### src/rtl/vga_fb_pkg.sv
// vga_fb_pkg
// Shared types and constants for the VGA framebuffer arbiter.
//   owner_e     : which requester owns a memory cycle (none, display, CPU)
//   FB_ADDR_W   : default framebuffer word-address width
//   FB_DATA_W   : default framebuffer data width
//   FB_WAIT_W   : width of the CPU starvation counter (MAX_WAIT is 1..15)
package vga_fb_pkg;

    localparam int FB_ADDR_W = 16;
    localparam int FB_DATA_W = 8;
    localparam int FB_WAIT_W = 4;

    typedef enum logic [1:0] {
        OWN_NONE = 2'd0,
        OWN_DISP = 2'd1,
        OWN_CPU  = 2'd2
    } owner_e;

endpackage

### src/rtl/vga_fb_starve_ctr.sv
// vga_fb_starve_ctr
// Counts how many consecutive cycles the CPU has been requesting without
// being granted. Once the count reaches MAX_WAIT the CPU is flagged as
// starved so the arbiter lets it win over the display.
// Only instantiated when FB_ARB_STARVE_GUARD_EN is defined.
// Ports:
//   clk, rst   : clock, synchronous active-high reset
//   cpu_req    : CPU request (held until granted)
//   cpu_gnt    : CPU grant from the arbiter this cycle
//   starved    : CPU has waited MAX_WAIT cycles and is still requesting
module vga_fb_starve_ctr
    import vga_fb_pkg::*;
#(
    parameter int MAX_WAIT = 4
) (
    input  logic clk,
    input  logic rst,
    input  logic cpu_req,
    input  logic cpu_gnt,
    output logic starved
);

    localparam logic [FB_WAIT_W-1:0] MAX_CNT = FB_WAIT_W'(MAX_WAIT);

    logic [FB_WAIT_W-1:0] wait_cnt_q;
    logic [FB_WAIT_W-1:0] wait_cnt_d;

    // Clear whenever the CPU stops asking or gets in; otherwise count up
    // and stick at the limit until the CPU is served.
    always_comb begin
        wait_cnt_d = wait_cnt_q;
        if (!cpu_req || cpu_gnt) begin
            wait_cnt_d = '0;
        end else if (wait_cnt_q != MAX_CNT) begin
            wait_cnt_d = wait_cnt_q + 1'b1;
        end
    end

    always_ff @(posedge clk) begin
        if (rst) begin
            wait_cnt_q <= '0;
        end else begin
            wait_cnt_q <= wait_cnt_d;
        end
    end

    // Depends only on the registered count, so the grant path has no loop.
    assign starved = cpu_req && (wait_cnt_q == MAX_CNT);

endmodule

### src/rtl/vga_fb_arbiter.sv
// vga_fb_arbiter
// Arbitrates a single-port framebuffer RAM between the display fetch and
// the CPU. Display wins ties; with FB_ARB_STARVE_GUARD_EN defined the CPU
// wins once it has waited MAX_WAIT cycles.
// Timing: request accepted at edge N (req && gnt), RAM command registered
// in cycle N+1, read data returned with rvalid in cycle N+2.
// Ports:
//   clk, rst                          : clock, synchronous active-high reset
//   disp_req/disp_addr                : display read request
//   disp_gnt/disp_rvalid/disp_rdata   : display grant and read return
//   cpu_req/cpu_we/cpu_addr/cpu_wdata : CPU read/write request
//   cpu_gnt/cpu_rvalid/cpu_rdata      : CPU grant and read return
//   mem_en/mem_we/mem_addr/mem_wdata  : RAM command (registered)
//   mem_rdata                         : RAM read data, one cycle after mem_en
// Configuration macro: FB_ARB_STARVE_GUARD_EN (CPU starvation guard).
module vga_fb_arbiter
    import vga_fb_pkg::*;
#(
    parameter int ADDR_W   = FB_ADDR_W,
    parameter int DATA_W   = FB_DATA_W,
    parameter int MAX_WAIT = 4
) (
    input  logic              clk,
    input  logic              rst,
    input  logic              disp_req,
    input  logic [ADDR_W-1:0] disp_addr,
    output logic              disp_gnt,
    output logic              disp_rvalid,
    output logic [DATA_W-1:0] disp_rdata,
    input  logic              cpu_req,
    input  logic              cpu_we,
    input  logic [ADDR_W-1:0] cpu_addr,
    input  logic [DATA_W-1:0] cpu_wdata,
    output logic              cpu_gnt,
    output logic              cpu_rvalid,
    output logic [DATA_W-1:0] cpu_rdata,
    output logic              mem_en,
    output logic              mem_we,
    output logic [ADDR_W-1:0] mem_addr,
    output logic [DATA_W-1:0] mem_wdata,
    input  logic [DATA_W-1:0] mem_rdata
);

    // state_q    : owner of the RAM command currently on the mem_* pins
    // rd_owner_q : owner of the read data arriving on mem_rdata this cycle
    owner_e            state_q, state_d;
    owner_e            rd_owner_q, rd_owner_d;
    logic              mem_we_q, mem_we_d;
    logic [ADDR_W-1:0] mem_addr_q, mem_addr_d;
    logic [DATA_W-1:0] mem_wdata_q, mem_wdata_d;
    logic [DATA_W-1:0] disp_rdata_q, disp_rdata_d;
    logic [DATA_W-1:0] cpu_rdata_q, cpu_rdata_d;
    logic              starved;

`ifdef FB_ARB_STARVE_GUARD_EN
    vga_fb_starve_ctr #(
        .MAX_WAIT (MAX_WAIT)
    ) u_starve_ctr (
        .clk     (clk),
        .rst     (rst),
        .cpu_req (cpu_req),
        .cpu_gnt (cpu_gnt),
        .starved (starved)
    );
`else
    assign starved = 1'b0;
`endif

    // Grants are purely combinational; nothing is granted while in reset.
    always_comb begin
        disp_gnt = 1'b0;
        cpu_gnt  = 1'b0;
        if (!rst) begin
            if (cpu_req && (starved || !disp_req)) begin
                cpu_gnt = 1'b1;
            end else if (disp_req) begin
                disp_gnt = 1'b1;
            end
        end
    end

    // Next owner and RAM command come from this cycle's accept. Address and
    // write data keep their old value when idle to avoid needless toggling.
    always_comb begin
        state_d     = OWN_NONE;
        mem_we_d    = 1'b0;
        mem_addr_d  = mem_addr_q;
        mem_wdata_d = mem_wdata_q;
        if (disp_gnt) begin
            state_d    = OWN_DISP;
            mem_addr_d = disp_addr;
        end else if (cpu_gnt) begin
            state_d     = OWN_CPU;
            mem_we_d    = cpu_we;
            mem_addr_d  = cpu_addr;
            mem_wdata_d = cpu_wdata;
        end
    end

    // Writes produce no return data, so they drop out of the read pipe.
    // Each port's rdata register follows the RAM only when it owns the data.
    always_comb begin
        rd_owner_d   = state_q;
        disp_rdata_d = disp_rdata_q;
        cpu_rdata_d  = cpu_rdata_q;
        if (state_q == OWN_CPU && mem_we_q) begin
            rd_owner_d = OWN_NONE;
        end
        if (rd_owner_q == OWN_DISP) begin
            disp_rdata_d = mem_rdata;
        end
        if (rd_owner_q == OWN_CPU) begin
            cpu_rdata_d = mem_rdata;
        end
    end

    always_ff @(posedge clk) begin
        if (rst) begin
            state_q      <= OWN_NONE;
            rd_owner_q   <= OWN_NONE;
            mem_we_q     <= 1'b0;
            mem_addr_q   <= '0;
            mem_wdata_q  <= '0;
            disp_rdata_q <= '0;
            cpu_rdata_q  <= '0;
        end else begin
            state_q      <= state_d;
            rd_owner_q   <= rd_owner_d;
            mem_we_q     <= mem_we_d;
            mem_addr_q   <= mem_addr_d;
            mem_wdata_q  <= mem_wdata_d;
            disp_rdata_q <= disp_rdata_d;
            cpu_rdata_q  <= cpu_rdata_d;
        end
    end

    // Outputs are forced quiet while rst is high, so a reset landing on an
    // in-flight access neither reaches the RAM nor returns data.
    assign mem_en      = !rst && (state_q != OWN_NONE);
    assign mem_we      = !rst && mem_we_q;
    assign mem_addr    = rst ? '0 : mem_addr_q;
    assign mem_wdata   = rst ? '0 : mem_wdata_q;
    assign disp_rvalid = !rst && (rd_owner_q == OWN_DISP);
    assign cpu_rvalid  = !rst && (rd_owner_q == OWN_CPU);
    assign disp_rdata  = rst ? '0 : disp_rdata_d;
    assign cpu_rdata   = rst ? '0 : cpu_rdata_d;

endmodule

### config.mk
export PLATFORM = sky130hd
export DESIGN_NAME = vga_fb_arbiter
export DESIGN_NICKNAME = d
export VERILOG_FILES = /design/src/rtl/vga_fb_pkg.sv /design/src/rtl/vga_fb_starve_ctr.sv /design/src/rtl/vga_fb_arbiter.sv
export SDC_FILE = /design/constraint.sdc
export NUM_CORES = 1
export LEC_CHECK = 0
export CAP_MARGIN = 15
export CELL_PAD_IN_SITES_DETAIL_PLACEMENT = 1
export CELL_PAD_IN_SITES_GLOBAL_PLACEMENT = 1
export CORE_MARGIN = 1.5
export CORE_UTILIZATION = 40
export CTS_BUF_LIST = sky130_fd_sc_hd__clkbuf_4 sky130_fd_sc_hd__clkbuf_8
export CTS_CLUSTER_DIAMETER = 100
export DETAILED_ROUTE_END_ITERATION = 7
export DONT_BUFFER_PORTS = 1
export GPL_TIMING_DRIVEN = 0
export PLACE_DENSITY = 0.84
export SYNTH_ARGS = -nofsm -noshare
export SYNTH_HDL_FRONTEND = slang
export SYNTH_SLANG_ARGS = --single-unit
export TNS_END_PERCENT = 20
### constraint.sdc
create_clock -name clk -period 2.9 [get_ports clk]
set_clock_uncertainty 0.2 [all_clocks]
set_input_delay 0.58 -clock clk [delete_from_list [all_inputs] [get_ports clk]]
set_output_delay 0.58 -clock clk [all_outputs]
set_load 0.02 [all_outputs]
Yosys cells after proc, flatten, opt, wreduce, memory -nomap -nowiden
Index checks and enable logic that the tools add are counted.
{"block": "totals", "word_cells": 42, "register_bits": 45, "inputBits": 53, "out_inout_bits": 46}
{"block": "classes", "n_bitwise": 2, "n_mux": 15, "reduce_logical": 14, "n_eq_ne": 3}
{"op": "$mux 16", "count": 3}
{"op": "$mux 8", "count": 5}
{"op": "$logic_and 1x1->1", "count": 6}
{"op": "$mux 1", "count": 6}
{"op": "$eq 2x2->1 const B", "count": 2}
{"op": "$reduce_bool 2->1", "count": 2}
{"op": "$reduce_or 2->1", "count": 2}
{"op": "$reduce_or 3->1", "count": 1}
{"op": "$eq 2x1->1 const B", "count": 1}
{"op": "$logic_not 1->1", "count": 2}
{"op": "$mux 2", "count": 1}
{"op": "$not 1->1", "count": 2}
{"op": "$reduce_and 2->1", "count": 1}

Depth between registers and ports, before layout
{"block": "logic_depth", "ltp_word": 6, "depth_mapped": 5, "depth_no_buf": 3}

Worst setup path before layout
OpenSTA, ideal clock, no wires.
{"block": "synth_timing", "path_kind": "in2out", "start": "in rst", "end": "out cpu_rdata[0]", "cell_stages": 3, "slack_ps": 817, "arrival_ps": 1303, "path_buffers": 2, "required_ps": 2120, "path_cell_list": "buf_2 buf_1 a21oi_1"}
{"block": "synth_via", "elab_chain_cells": 1}
{"item": "start: declaration", "line_no": "vga_fb_arbiter.sv:24", "rtl": "input logic rst,"}
{"item": "$mux 8"}
{"item": "end: declaration", "line_no": "vga_fb_arbiter.sv:36", "rtl": "output logic [DATA_W-1:0] cpu_rdata,"}
No other way between the ends.

Final worst setup path
{"block": "layout_timing", "start": "reg rd_owner_q[0]", "end": "out disp_rdata[1]"}
{"block": "layout_via", "elab_chain_cells": 3}
{"item": "start: declaration", "line_no": "vga_fb_arbiter.sv:47", "rtl": "owner_e rd_owner_q, rd_owner_d;"}
{"item": "start signal: assignment", "line_no": "vga_fb_arbiter.sv:128", "rtl": "rd_owner_q <= rd_owner_d;"}
{"item": "$eq 2x1->1", "line_no": "vga_fb_arbiter.sv:109", "rtl": "if (rd_owner_q == OWN_DISP) begin"}
{"item": "$mux 8", "line_no": "vga_fb_arbiter.sv:109"}
{"item": "$mux 8"}
{"item": "end: declaration", "line_no": "vga_fb_arbiter.sv:29", "rtl": "output logic [DATA_W-1:0] disp_rdata,"}
No other way between the ends.

==> summary.txt <==
Run status
  • Status: finished, final reports clean

Floorplanning
  • DIE WIDTH: 73.9 um
  • Die height: 73.9 um
  • Die Area: 5460 um^2
  • I/O pin count: 99
  • Starting Density: 42.0%
  • Row cnt: 25
  • Core footprint: 4790 um^2

Global routing
  • GRT Util Overall: 17.7%
  • Antenna violations before repair: 0
  • Largest net degree at the start of global routing: 14
  • Vias in the first global route: 1,591
  • First-pass GRT wire length: 7.32 mm
  • Total grt overflow: 0

Clock tree
  • Clock buffer depth: 2
  • Post-CTS sizing: 0
  • CTS buffer count: 5
  • Clock root cell: clkbuf_8
  • Clock sinks: 45
  • Reg clk slew, reported paths: 0.08 ns
  • Post-CTS Setup Repair Bufs: 0
  • Latest clock arrival within the worst-skew pair: 0.29 ns
  • CTS Hold Bufs: 0
  • H-tree levels: 2
  • CTS tree: done

Yosys
  • Synth Instances: 226
  • Commonest cells in the netlist: 48 x nand2_1, 45 x dfxtp_1, 32 x nor2b_1
  • Asr flop ratio synth: 0%
  • Most used DFF post-synth: dfxtp_1
  • Synth area leaders: dfxtp_1 45%, nor2b_1 10%, nand2_1 9.0%, mux2i_1 8.0%, mux2_4 7.5%
  • Synth cell types: 17
  • Synth warn: 0
  • Most common cell in the synthesized netlist: nand2_1
  • Syn_area_per_cell: 8.90 um^2
  • Synth top area share: 44.8%
  • #FFs+latches synth: 45
  • Register area share after synthesis: 44.8%
  • Cell accounting for the most synthesized area: dfxtp_1
  • Post-Syn Area: 2010 um^2
  • EDFF count, synth: 0
  • Mapped Nets: 279

Power
  • Pwr Total: 1.28 mW
  • Worst vdd ir: 0.000235 V
  • Static Leak: 0.884 nW
  • Switch Pwr: 0.317 mW
  • Seq pwr share: 51.3%
  • Sw Share: 24.7%
  • PD cells: 584 nW/um^2
  • Internal power: 0.968 mW
  • Clock share of power: 35.6%
  • Gate power share: 13.2%

Routing
  • Pre-antenna DRT Iters: 4
  • Final wirelength: 4.79 mm
  • Via Count: 1,497
  • ANT nets after route: 0
  • Drt initial violations: 30
  • Wirelength per Cell: 16.0 um
  • Drt via density: 4.99
  • Drc violations: 0

Layout
  • Inserted Diodes: 0
  • Layout cells sized above 1: 14.6%
  • Final #Nets: 286
  • Area Overhead vs Synth: 9.33%

Critical path
  • Required @ worst endpoint: 2.12 ns
  • WP data arrival: 1.50 ns
  • Critical path type: reg -> out
  • CP startpoint kind: flop
  • CP max FO: 8
  • Crit end category: output pin

STA
  • Worst slew pin tran: 0.560 ns
  • Final TNS setup: 0 ns
  • RSZ-0062 raised after global routing: false
  • Relative slew margins: 62.7%
  • Min cycle time layout: 2.28 ns
  • Fin. Hold Viols: 0
  • Final Cycle Share: 78.6%
  • Final setup violation count: 0
  • Max Fclk: 439 MHz
  • Fin. max-slew vios: 0

Run
  • Max Cap Violations: 0

Placement
  • Post-DP HPWL: 3.58 mm
  • IO Port Bufs: 0
  • Gpl congestion: 0.663

Hold path
  • Hold Path Class: in -> reg
## worst paths after layout
check / from / slack (ns) / to / cells past startpoint
setup / recovery: rd_owner_q[0]$_SDFF_PP0_ / 0.62 / disp_rdata[1] / 4
hold / removal: cpu_wdata[6] / 0.21 / mem_wdata_q[6]$_SDFFE_PP0P_ / 2
setup reg to reg: rd_owner_q[0]$_SDFF_PP0_ / 1.33 / disp_rdata_q[1]$_DFF_P_ / 4
hold reg to reg: mem_wdata_q[1]$_SDFFE_PP0P_ / 0.25 / mem_wdata_q[1]$_SDFFE_PP0P_ / 2
## flip-flops by register name (all words and copies together), names as in the netlist
signal / count
cpu_rdata_q: 8
disp_rdata_q: 8
mem_addr_q: 16
mem_wdata_q: 8
mem_we_q: 1
rd_owner_q: 2
state_q: 2
## cells by family after synthesis
group           Yosys count  share of synthesized area [%]
simple gates            107                           24.6
flops                    45                           44.8
mux                      32                           18.8
compound gates           24                           5.97
buf+inv                  18                           5.85
## through the flow
stage | instances | hold slack, ns | worst slack, ns | utilization, % | instance area [um^2]
detailed placement | 293 | 0.243 | 0.577 | 43.8 | 2100
global route | 300 | 0.209 | 0.456 | 46.0 | 2200
global placement | 293 | 0.237 | 0.585 | 43.8 | 2100
CTS | 300 | 0.200 | 0.563 | 46.0 | 2200
floorplan | 226 | 0.232 | 0.817 | - | 2010
finish | 300 | 0.210 | 0.620 | 46.0 | 2200
## placed cells by master (no fill, tap or decap)
| cell type | n |
|---|---|
| buf_12 | 1 |
| buf_2 | 6 |
| and2_1 | 1 |
| buf_1 | 2 |
| nor2_1 | 22 |
| nand2_1 | 48 |
| nand2b_1 | 3 |
| nor3b_1 | 1 |
| bufinv_16 | 1 |
| clkbuf_1 | 5 |
| clkbuf_8 | 5 |
| mux2i_1 | 16 |
| buf_4 | 1 |
| clkinv_2 | 1 |
| mux2_2 | 6 |
| dfxtp_1 | 45 |
| a21oi_1 | 24 |
| mux2_4 | 10 |
| nor2b_1 | 32 |
| buf_6 | 3 |
## power by group through the flow
stage | combinational [mW] | clock, mW | sequential [mW]
5_1_grt | 0.185 | 0.503 | 0.663
6_report | 0.169 | 0.457 | 0.659
3_5_place_dp | 0.172 | 0 | 0.674
2_1_floorplan | 0.145 | 0 | 0.670
4_1_cts | 0.173 | 0.478 | 0.659
3_3_place_gp | 0.166 | 0 | 0.672
## final cells by class
class / count / area [um^2]
clock buffers: 5 / 68.8
well taps: 67 / 83.8
plain buffers: 18 / 118
multi-input cells: 163 / 993
flip-flops and latches: 45 / 901
fillers: 569 / 2590
clock inverters: 2 / 35.0
## metal layers
| metal | up-vias | global-route usage (%) | wire (um) |
|---|---|---|---|
| li1 | 731 | - | - |
| met1 | 707 | 18.8 | 1930 |
| met2 | 55 | 33.2 | 2500 |
| met3 | 4 | 4.53 | 324 |
| met4 | 0 | 6.79 | 34 |
| met5 | - | 0 | 0 |
## worst max-delay path, stage by stage, from the launching register on
cell and delay [ns]:
dfxtp_1 0.36, nor2b_1 0.13, buf_2 0.20, nand2_1 0.07, a21oi_1 0.45
(Power assumes the default switching activity.)
